## src/rtl/run_sequencer_pkg.sv

```systemverilog
// Shared definitions for the run sequencer: FSM state encoding and the read-only
// program address table.
package run_sequencer_pkg;

  typedef enum logic [1:0] {SEQ_IDLE, SEQ_LOAD, SEQ_RUN, SEQ_DONE} seq_state_t;

  localparam int PROG_ADDR_W = 9;

  // Slot 3 is never selected (it is rejected as bad_sel); it mirrors P0 so the table is total.
  localparam logic [PROG_ADDR_W-1:0] PROG_START [4] = '{9'd0,   9'd436, 9'd481, 9'd0};
  localparam logic [PROG_ADDR_W-1:0] PROG_DONE  [4] = '{9'd435, 9'd480, 9'd511, 9'd435};

  function automatic logic [PROG_ADDR_W-1:0] prog_start_addr(input logic [1:0] sel);
    return PROG_START[sel];
  endfunction

  function automatic logic [PROG_ADDR_W-1:0] prog_done_addr(input logic [1:0] sel);
    return PROG_DONE[sel];
  endfunction

endpackage

```

## src/rtl/run_sequencer_timer.sv

```systemverilog
// Saturating run-cycle counter with clear/enable and a flag for the last cycle
// before the watchdog limit.
module run_timer #(
  parameter int TIMER_BITS    = 16,
  parameter int TIMEOUT_LIMIT = 60000
) (
  input  logic                  clock,
  input  logic                  reset,
  input  logic                  clear,
  input  logic                  enable,
  output logic [TIMER_BITS-1:0] count,
  output logic                  hit
);

  logic [TIMER_BITS-1:0] count_q;
  logic [TIMER_BITS-1:0] count_d;

  always_comb begin
    count_d = count_q;
    if (clear) begin
      count_d = '0;
    end else if (enable && (count_q != {TIMER_BITS{1'b1}})) begin
      count_d = count_q + 1'b1;
    end
  end

  always_ff @(posedge clock or posedge reset) begin
    if (reset) begin
      count_q <= '0;
    end else begin
      count_q <= count_d;
    end
  end

  assign count = count_q;
  // High during the run cycle whose increment lands on TIMEOUT_LIMIT.
  assign hit   = (count_q == TIMER_BITS'(TIMEOUT_LIMIT - 1));

endmodule

```

## src/rtl/run_sequencer.sv

```systemverilog
// Front-end run controller: latches a program select, loads its address pair into
// the program counter, pulses start, times the run and completes a req/ack handshake.
module run_sequencer
  import run_sequencer_pkg::*;
#(
  parameter int PC_BITS       = 9,
  parameter int NUM_PROGS     = 3,
  parameter int TIMER_BITS    = 16,
  parameter int TIMEOUT_LIMIT = 60000
) (
  input  logic                  clock,
  input  logic                  reset,
  input  logic                  req,
  input  logic [1:0]            prog_sel,
  input  logic                  pc_done,
  output logic                  core_start,
  output logic [PC_BITS-1:0]    start_addr,
  output logic [PC_BITS-1:0]    done_addr,
  output logic                  ack,
  output logic                  busy,
  output logic                  timeout,
  output logic                  bad_sel,
  output logic [TIMER_BITS-1:0] cycle_count
);

  seq_state_t         state_q, state_d;
  logic               load_cnt_q, load_cnt_d;
  logic [1:0]         sel_q, sel_d;
  logic               core_start_q, core_start_d;
  logic [PC_BITS-1:0] start_addr_q, start_addr_d;
  logic [PC_BITS-1:0] done_addr_q, done_addr_d;
  logic               ack_q, ack_d;
  logic               busy_q, busy_d;
  logic               timeout_q, timeout_d;
  logic               bad_sel_q, bad_sel_d;
  logic               timer_clear, timer_en, timer_hit;
  logic               sel_valid;

  assign sel_valid = (int'(prog_sel) < NUM_PROGS);

  run_timer #(
    .TIMER_BITS   (TIMER_BITS),
    .TIMEOUT_LIMIT(TIMEOUT_LIMIT)
  ) u_timer (
    .clock (clock),
    .reset (reset),
    .clear (timer_clear),
    .enable(timer_en),
    .count (cycle_count),
    .hit   (timer_hit)
  );

  always_comb begin
    state_d      = state_q;
    load_cnt_d   = load_cnt_q;
    sel_d        = sel_q;
    core_start_d = core_start_q;
    start_addr_d = start_addr_q;
    done_addr_d  = done_addr_q;
    ack_d        = ack_q;
    busy_d       = busy_q;
    timeout_d    = timeout_q;
    bad_sel_d    = bad_sel_q;
    timer_clear  = 1'b0;
    timer_en     = 1'b0;
    case (state_q)
      SEQ_IDLE: begin
        if (req && sel_valid) begin
          state_d      = SEQ_LOAD;
          sel_d        = prog_sel;
          load_cnt_d   = 1'b0;
          core_start_d = 1'b1;
          busy_d       = 1'b1;
          start_addr_d = PC_BITS'(prog_start_addr(prog_sel));
          done_addr_d  = PC_BITS'(prog_done_addr(prog_sel));
          timeout_d    = 1'b0;
          bad_sel_d    = 1'b0;
          timer_clear  = 1'b1;
        end else if (req) begin
          // Rejected select: finish the handshake without touching the core.
          state_d   = SEQ_DONE;
          bad_sel_d = 1'b1;
          ack_d     = 1'b1;
        end
      end
      SEQ_LOAD: begin
        start_addr_d = PC_BITS'(prog_start_addr(sel_q));
        done_addr_d  = PC_BITS'(prog_done_addr(sel_q));
        if (load_cnt_q) begin
          state_d      = SEQ_RUN;
          core_start_d = 1'b0;
        end else begin
          load_cnt_d = 1'b1;
        end
      end
      SEQ_RUN: begin
        timer_en = 1'b1;
        if (pc_done || timer_hit) begin
          state_d   = SEQ_DONE;
          ack_d     = 1'b1;
          busy_d    = 1'b0;
          timeout_d = !pc_done;
        end
      end
      SEQ_DONE: begin
        if (!req) begin
          state_d = SEQ_IDLE;
          ack_d   = 1'b0;
        end
      end
      default: state_d = SEQ_IDLE;
    endcase
  end

  always_ff @(posedge clock or posedge reset) begin
    if (reset) begin
      state_q      <= SEQ_IDLE;
      load_cnt_q   <= 1'b0;
      sel_q        <= 2'd0;
      core_start_q <= 1'b0;
      start_addr_q <= PC_BITS'(prog_start_addr(2'd0));
      done_addr_q  <= PC_BITS'(prog_done_addr(2'd0));
      ack_q        <= 1'b0;
      busy_q       <= 1'b0;
      timeout_q    <= 1'b0;
      bad_sel_q    <= 1'b0;
    end else begin
      state_q      <= state_d;
      load_cnt_q   <= load_cnt_d;
      sel_q        <= sel_d;
      core_start_q <= core_start_d;
      start_addr_q <= start_addr_d;
      done_addr_q  <= done_addr_d;
      ack_q        <= ack_d;
      busy_q       <= busy_d;
      timeout_q    <= timeout_d;
      bad_sel_q    <= bad_sel_d;
    end
  end

  assign core_start = core_start_q;
  assign start_addr = start_addr_q;
  assign done_addr  = done_addr_q;
  assign ack        = ack_q;
  assign busy       = busy_q;
  assign timeout    = timeout_q;
  assign bad_sel    = bad_sel_q;

endmodule

```

## config.mk

```make
export PLATFORM = sky130hd
export DESIGN_NAME = run_sequencer
export DESIGN_NICKNAME = d
export VERILOG_FILES = /design/src/rtl/run_sequencer_pkg.sv /design/src/rtl/run_sequencer_timer.sv /design/src/rtl/run_sequencer.sv
export SDC_FILE = /design/constraint.sdc
export NUM_CORES = 1
export LEC_CHECK = 0
export CAP_MARGIN = 20
export CORE_AREA = 2 2 52 78
export DETAILED_ROUTE_END_ITERATION = 6
export DIE_AREA = 0 0 54 80
export HOLD_SLACK_MARGIN = 0.02
export PLACE_DENSITY = 0.82
export SYNTH_ARGS = -nofsm -noshare
export SYNTH_HDL_FRONTEND = slang
export SYNTH_SLANG_ARGS = --single-unit
```

## constraint.sdc

```tcl
create_clock -name clock -period 4.54 [get_ports clock]
set_clock_uncertainty 0.1 [all_clocks]
set_input_delay 0.908 -clock clock [delete_from_list [all_inputs] [get_ports clock]]
set_output_delay 0.908 -clock clock [all_outputs]
set_load 0.05 [all_outputs]
```

==> out/qor_table.md <==
| Metric | This run |
|---|---|
| Unique cell type count in the Yosys netlist | 45 |
| Met2 wirelength from detailed routing | 1.970 mm |
| Outcome | finished, final reports clean |
| TritonCTS buffer count | 5 |
| HPWL after DPL | 2.645 mm |
| Post-route worst hold slack | 0.3988 ns |
| Area growth syn-to-layout | 25.51% |
| Cts repair resizes | 0 |
| Gpl congestion | 0.8046 |
| Combined area of the multi-input logic cells | 930.9 µm² |
| Routed length per instance | 13.87 µm |
| Timing-limited maximum frequency | 379.0 MHz |
| VDD IR max | 0.0004607 V |
| Die height | 80 µm |
| Register area share after synthesis | 40.66% |
| First-pass GRT wire length | 6.113 mm |
| Row count | 27 |
| Clock tree from TritonCTS | yes |
| Average footprint of a synthesized cell | 9.682 µm² |
| DRT antenna net count | 0 |
| Master cell of the clock root buffer | sky130_fd_sc_hd__clkbuf_8 |
| Effective utilization at floorplan | 50.69% |
| Worst path max stage delay | 0.80 ns |
| Clock transition at the register clock pins on the worst setup and hold paths after CTS | 0.06 ns |
| Data arrival time at the worst-slack endpoint | 1.63 ns |
| X dimension of the die | 54 µm |
| Filler cells | 319 |
| Number of global-route vias before repair | 1,427 |
| Overall routing resource usage | 19.21% |
| Port Buffer Count | 39 |
| Sum of overflow across all layers after global routing | 0 |
| Overall die area | 0.004320 mm² |
| Maximum fanout encountered on the critical timing path | 4 |
| Wire length after detailed routing | 3.702 mm |
| Placed Area | 0.002183 mm² |
| Area of the placeable core | 0.003649 mm² |
| Ys async rst share | 100.0% |
| Worst slew margin relative to its limit | 63.56% |
| Number of H-tree levels | 2 |
| Number of enable-type register cells in the synthesized netlist | 0 |
| Largest net degree at the start of global routing | 29 |
| Detailed-routing wirelength on met1 | 1.477 mm |
| Crit Path Category | reg2out |
| Setup Viol. Count Final | 0 |
| Part of the cycle the worst path needs | 58.12% |
| Max-capacitance violation count | 0 |
| Number of vias per cell | 5.345 |
| Number of vias after detailed routing | 1,427 |
| Max Root-Sink Buffers | 2 |
| Diodes inserted | 0 |
| Fraction of layout instances using a drive strength above 1 | 11.61% |
| Total number of clock tree sinks | 30 |
| Post-layout minimum cycle time | 2.639 ns |
| Highest signal layer in the routed design | met4 |
| Latest clock arrival within the worst-skew pair | 0.29 ns |
| Post-route standard cell area excluding fillers | 0.002321 mm² |
| DRC violations left | 0 |
| Hold buffer count at cts | 0 |
| First-iteration detailed-routing DRC count | 14 |
| Sequential Area | 752.0 µm² |
| Worst Setup End Kind | output pin |
| Worst Setup Start Kind | register |
| Min-delay worst type | reg2reg |
| Total buffers and inverters traversed by the critical path | 1 |
| Max-slew violation total from the final report | 0 |
| Routed length on met3 | 155 µm |
| Setup TNS after final layout | 0 ns |
| Flip-flop and latch count after synthesis | 30 |
| Static leakage | 0.001027 µW |
| Number of warnings issued by yosys | 0 |
| Synth Instances | 191 |
| Pre-antenna DRT Iters | 4 |
| Family with the most delay on the worst path | buffers and inverters |
| Cell type of the slowest stage on the worst timing path | sky130_fd_sc_hd__clkdlybuf4s50_1 |
| Number of antenna violations at the first check in global routing | 0 |
| Primary flip-flop cell chosen by synthesis mapping | sky130_fd_sc_hd__dfrtp_1 |
| Number of nets at the end of the flow | 241 |
| Number of hold violations in the final report | 0 |
| Sum of internal, switching and leakage power | 1550 µW |
| Cell-by-cell trace of the critical path | clkdlybuf4s50_1 |
| Transition time at the pin with the least slew margin | 0.5460 ns |
| Required arrival time at the worst endpoint | 3.53 ns |
| PwrDens | 667.7 mW/mm² |
| Unrepaired setup endpoints after global routing | no |
| Post-synthesis instance area | 0.001849 mm² |
| Setup repair bufs after CTS | 0 |
| I/O pin total | 45 |
[final timing paths]
check                                     to         start  cells after the start  slack [ns]
max                             done_addr[0]  done_addr[4]                      1        1.90
min                             done_addr[4]  done_addr[4]                      2        0.40
max in group asynchronous  u_timer.count[14]         reset                      3        3.00
max reg2reg                       state_q[1]    state_q[1]                      6        2.52
min reg2reg                     done_addr[4]  done_addr[4]                      2        0.40
min in group asynchronous         core_start         reset                      2        0.87
[placed cells by master (no fill, tap or decap), drive strengths merged, types with 3 or more instances in the layout]
cell type,Yosys,layout
clkdlybuf4s50,0,39
dfrtp,29,29
nor2,20,20
o21ai,16,16
nand2,14,14
ha,12,12
inv,11,11
clkbuf,4,8
xor2,7,7
nand3,7,7
a21oi,6,6
conb,2,5
xnor2,4,4
mux2i,3,3
nor3,3,3
nand4,3,3
and3,3,3
o2111ai,3,3
and4,3,3
nor4b,3,3
or2,3,3
mux2,3,3
buf,16,3
[routing by layer]
layer,vias up,global-route usage [%]
met5,-,0
met4,0,9.000
met3,8,4.682
met2,34,33.78
met1,676,20.60
li1,709,-
[area by class of cell]
cell class | count | share of cell area, %
multi-input cells | 133 | 40.11
flip-flops and latches | 30 | 32.40
repair buffers | 42 | 18.65
clock buffers | 8 | 4.744
well taps | 43 | 2.318
inverters | 11 | 1.779
[logic make-up (layout without fill, tap and decap cells)]
kind of cell | after synthesis | after routing | share of synthesized area (%)
multiplexers | 6 | 6 | 3.653
adder cells (fa/ha/maj) | 12 | 12 | 8.119
XOR/XNOR | 11 | 11 | 5.210
AO/OA/AOI/OAI | 35 | 35 | 12.52
flip-flops | 30 | 30 | 40.66
AND/OR/NAND/NOR | 64 | 64 | 19.82
buffers and inverters | 31 | 61 | 9.607
other | 2 | 5 | 0.4061
[flip-flops by register name, summed over array words and instances (netlist names)]
signal         flops
u_timer.count     16
sel_q              2
core_start         1
done_addr          1
start_addr         3
busy               1
bad_sel            1
timeout            1
load_cnt_q         1
state_q            2
ack                1
[power breakdown]
part	internal, µW	total, µW	leakage, µW	switching, µW
combinational	308	862	0.000580	554
clock	153	254	0.0000575	101
sequential	353	433	0.000389	80.3
[cell usage after synthesis, types with 3 or more instances]
library cell	number	area share, %
sky130_fd_sc_hd__o2111ai_1	3	1.4
sky130_fd_sc_hd__nand4_1	3	1.0
sky130_fd_sc_hd__a21oi_1	6	1.6
sky130_fd_sc_hd__nor3_1	3	0.81
sky130_fd_sc_hd__xnor2_1	4	1.9
sky130_fd_sc_hd__nand3_1	5	1.4
sky130_fd_sc_hd__ha_1	12	8.1
sky130_fd_sc_hd__xor2_1	7	3.3
sky130_fd_sc_hd__nand2_1	14	2.8
sky130_fd_sc_hd__o21ai_0	12	3.2
sky130_fd_sc_hd__mux2i_1	3	1.6
sky130_fd_sc_hd__and3_1	3	1.0
sky130_fd_sc_hd__clkbuf_1	4	0.81
sky130_fd_sc_hd__dfrtp_1	29	39
sky130_fd_sc_hd__nor2_1	20	4.1
sky130_fd_sc_hd__buf_4	14	5.7
sky130_fd_sc_hd__inv_1	11	2.2
[stage by stage]
| step | cells | utilization [%] | worst slack [ns] |
|---|---|---|---|
| after floorplan | 194 | - | 2.331 |
| after global placement | 258 | 59.84 | 1.748 |
| after detailed placement | 258 | 59.84 | 1.708 |
| after CTS | 266 | 62.86 | 1.887 |
| after global routing | 267 | 63.61 | 1.712 |
| final | 267 | 63.61 | 1.901 |
Note: power is estimated with default switching activity, not from simulation.
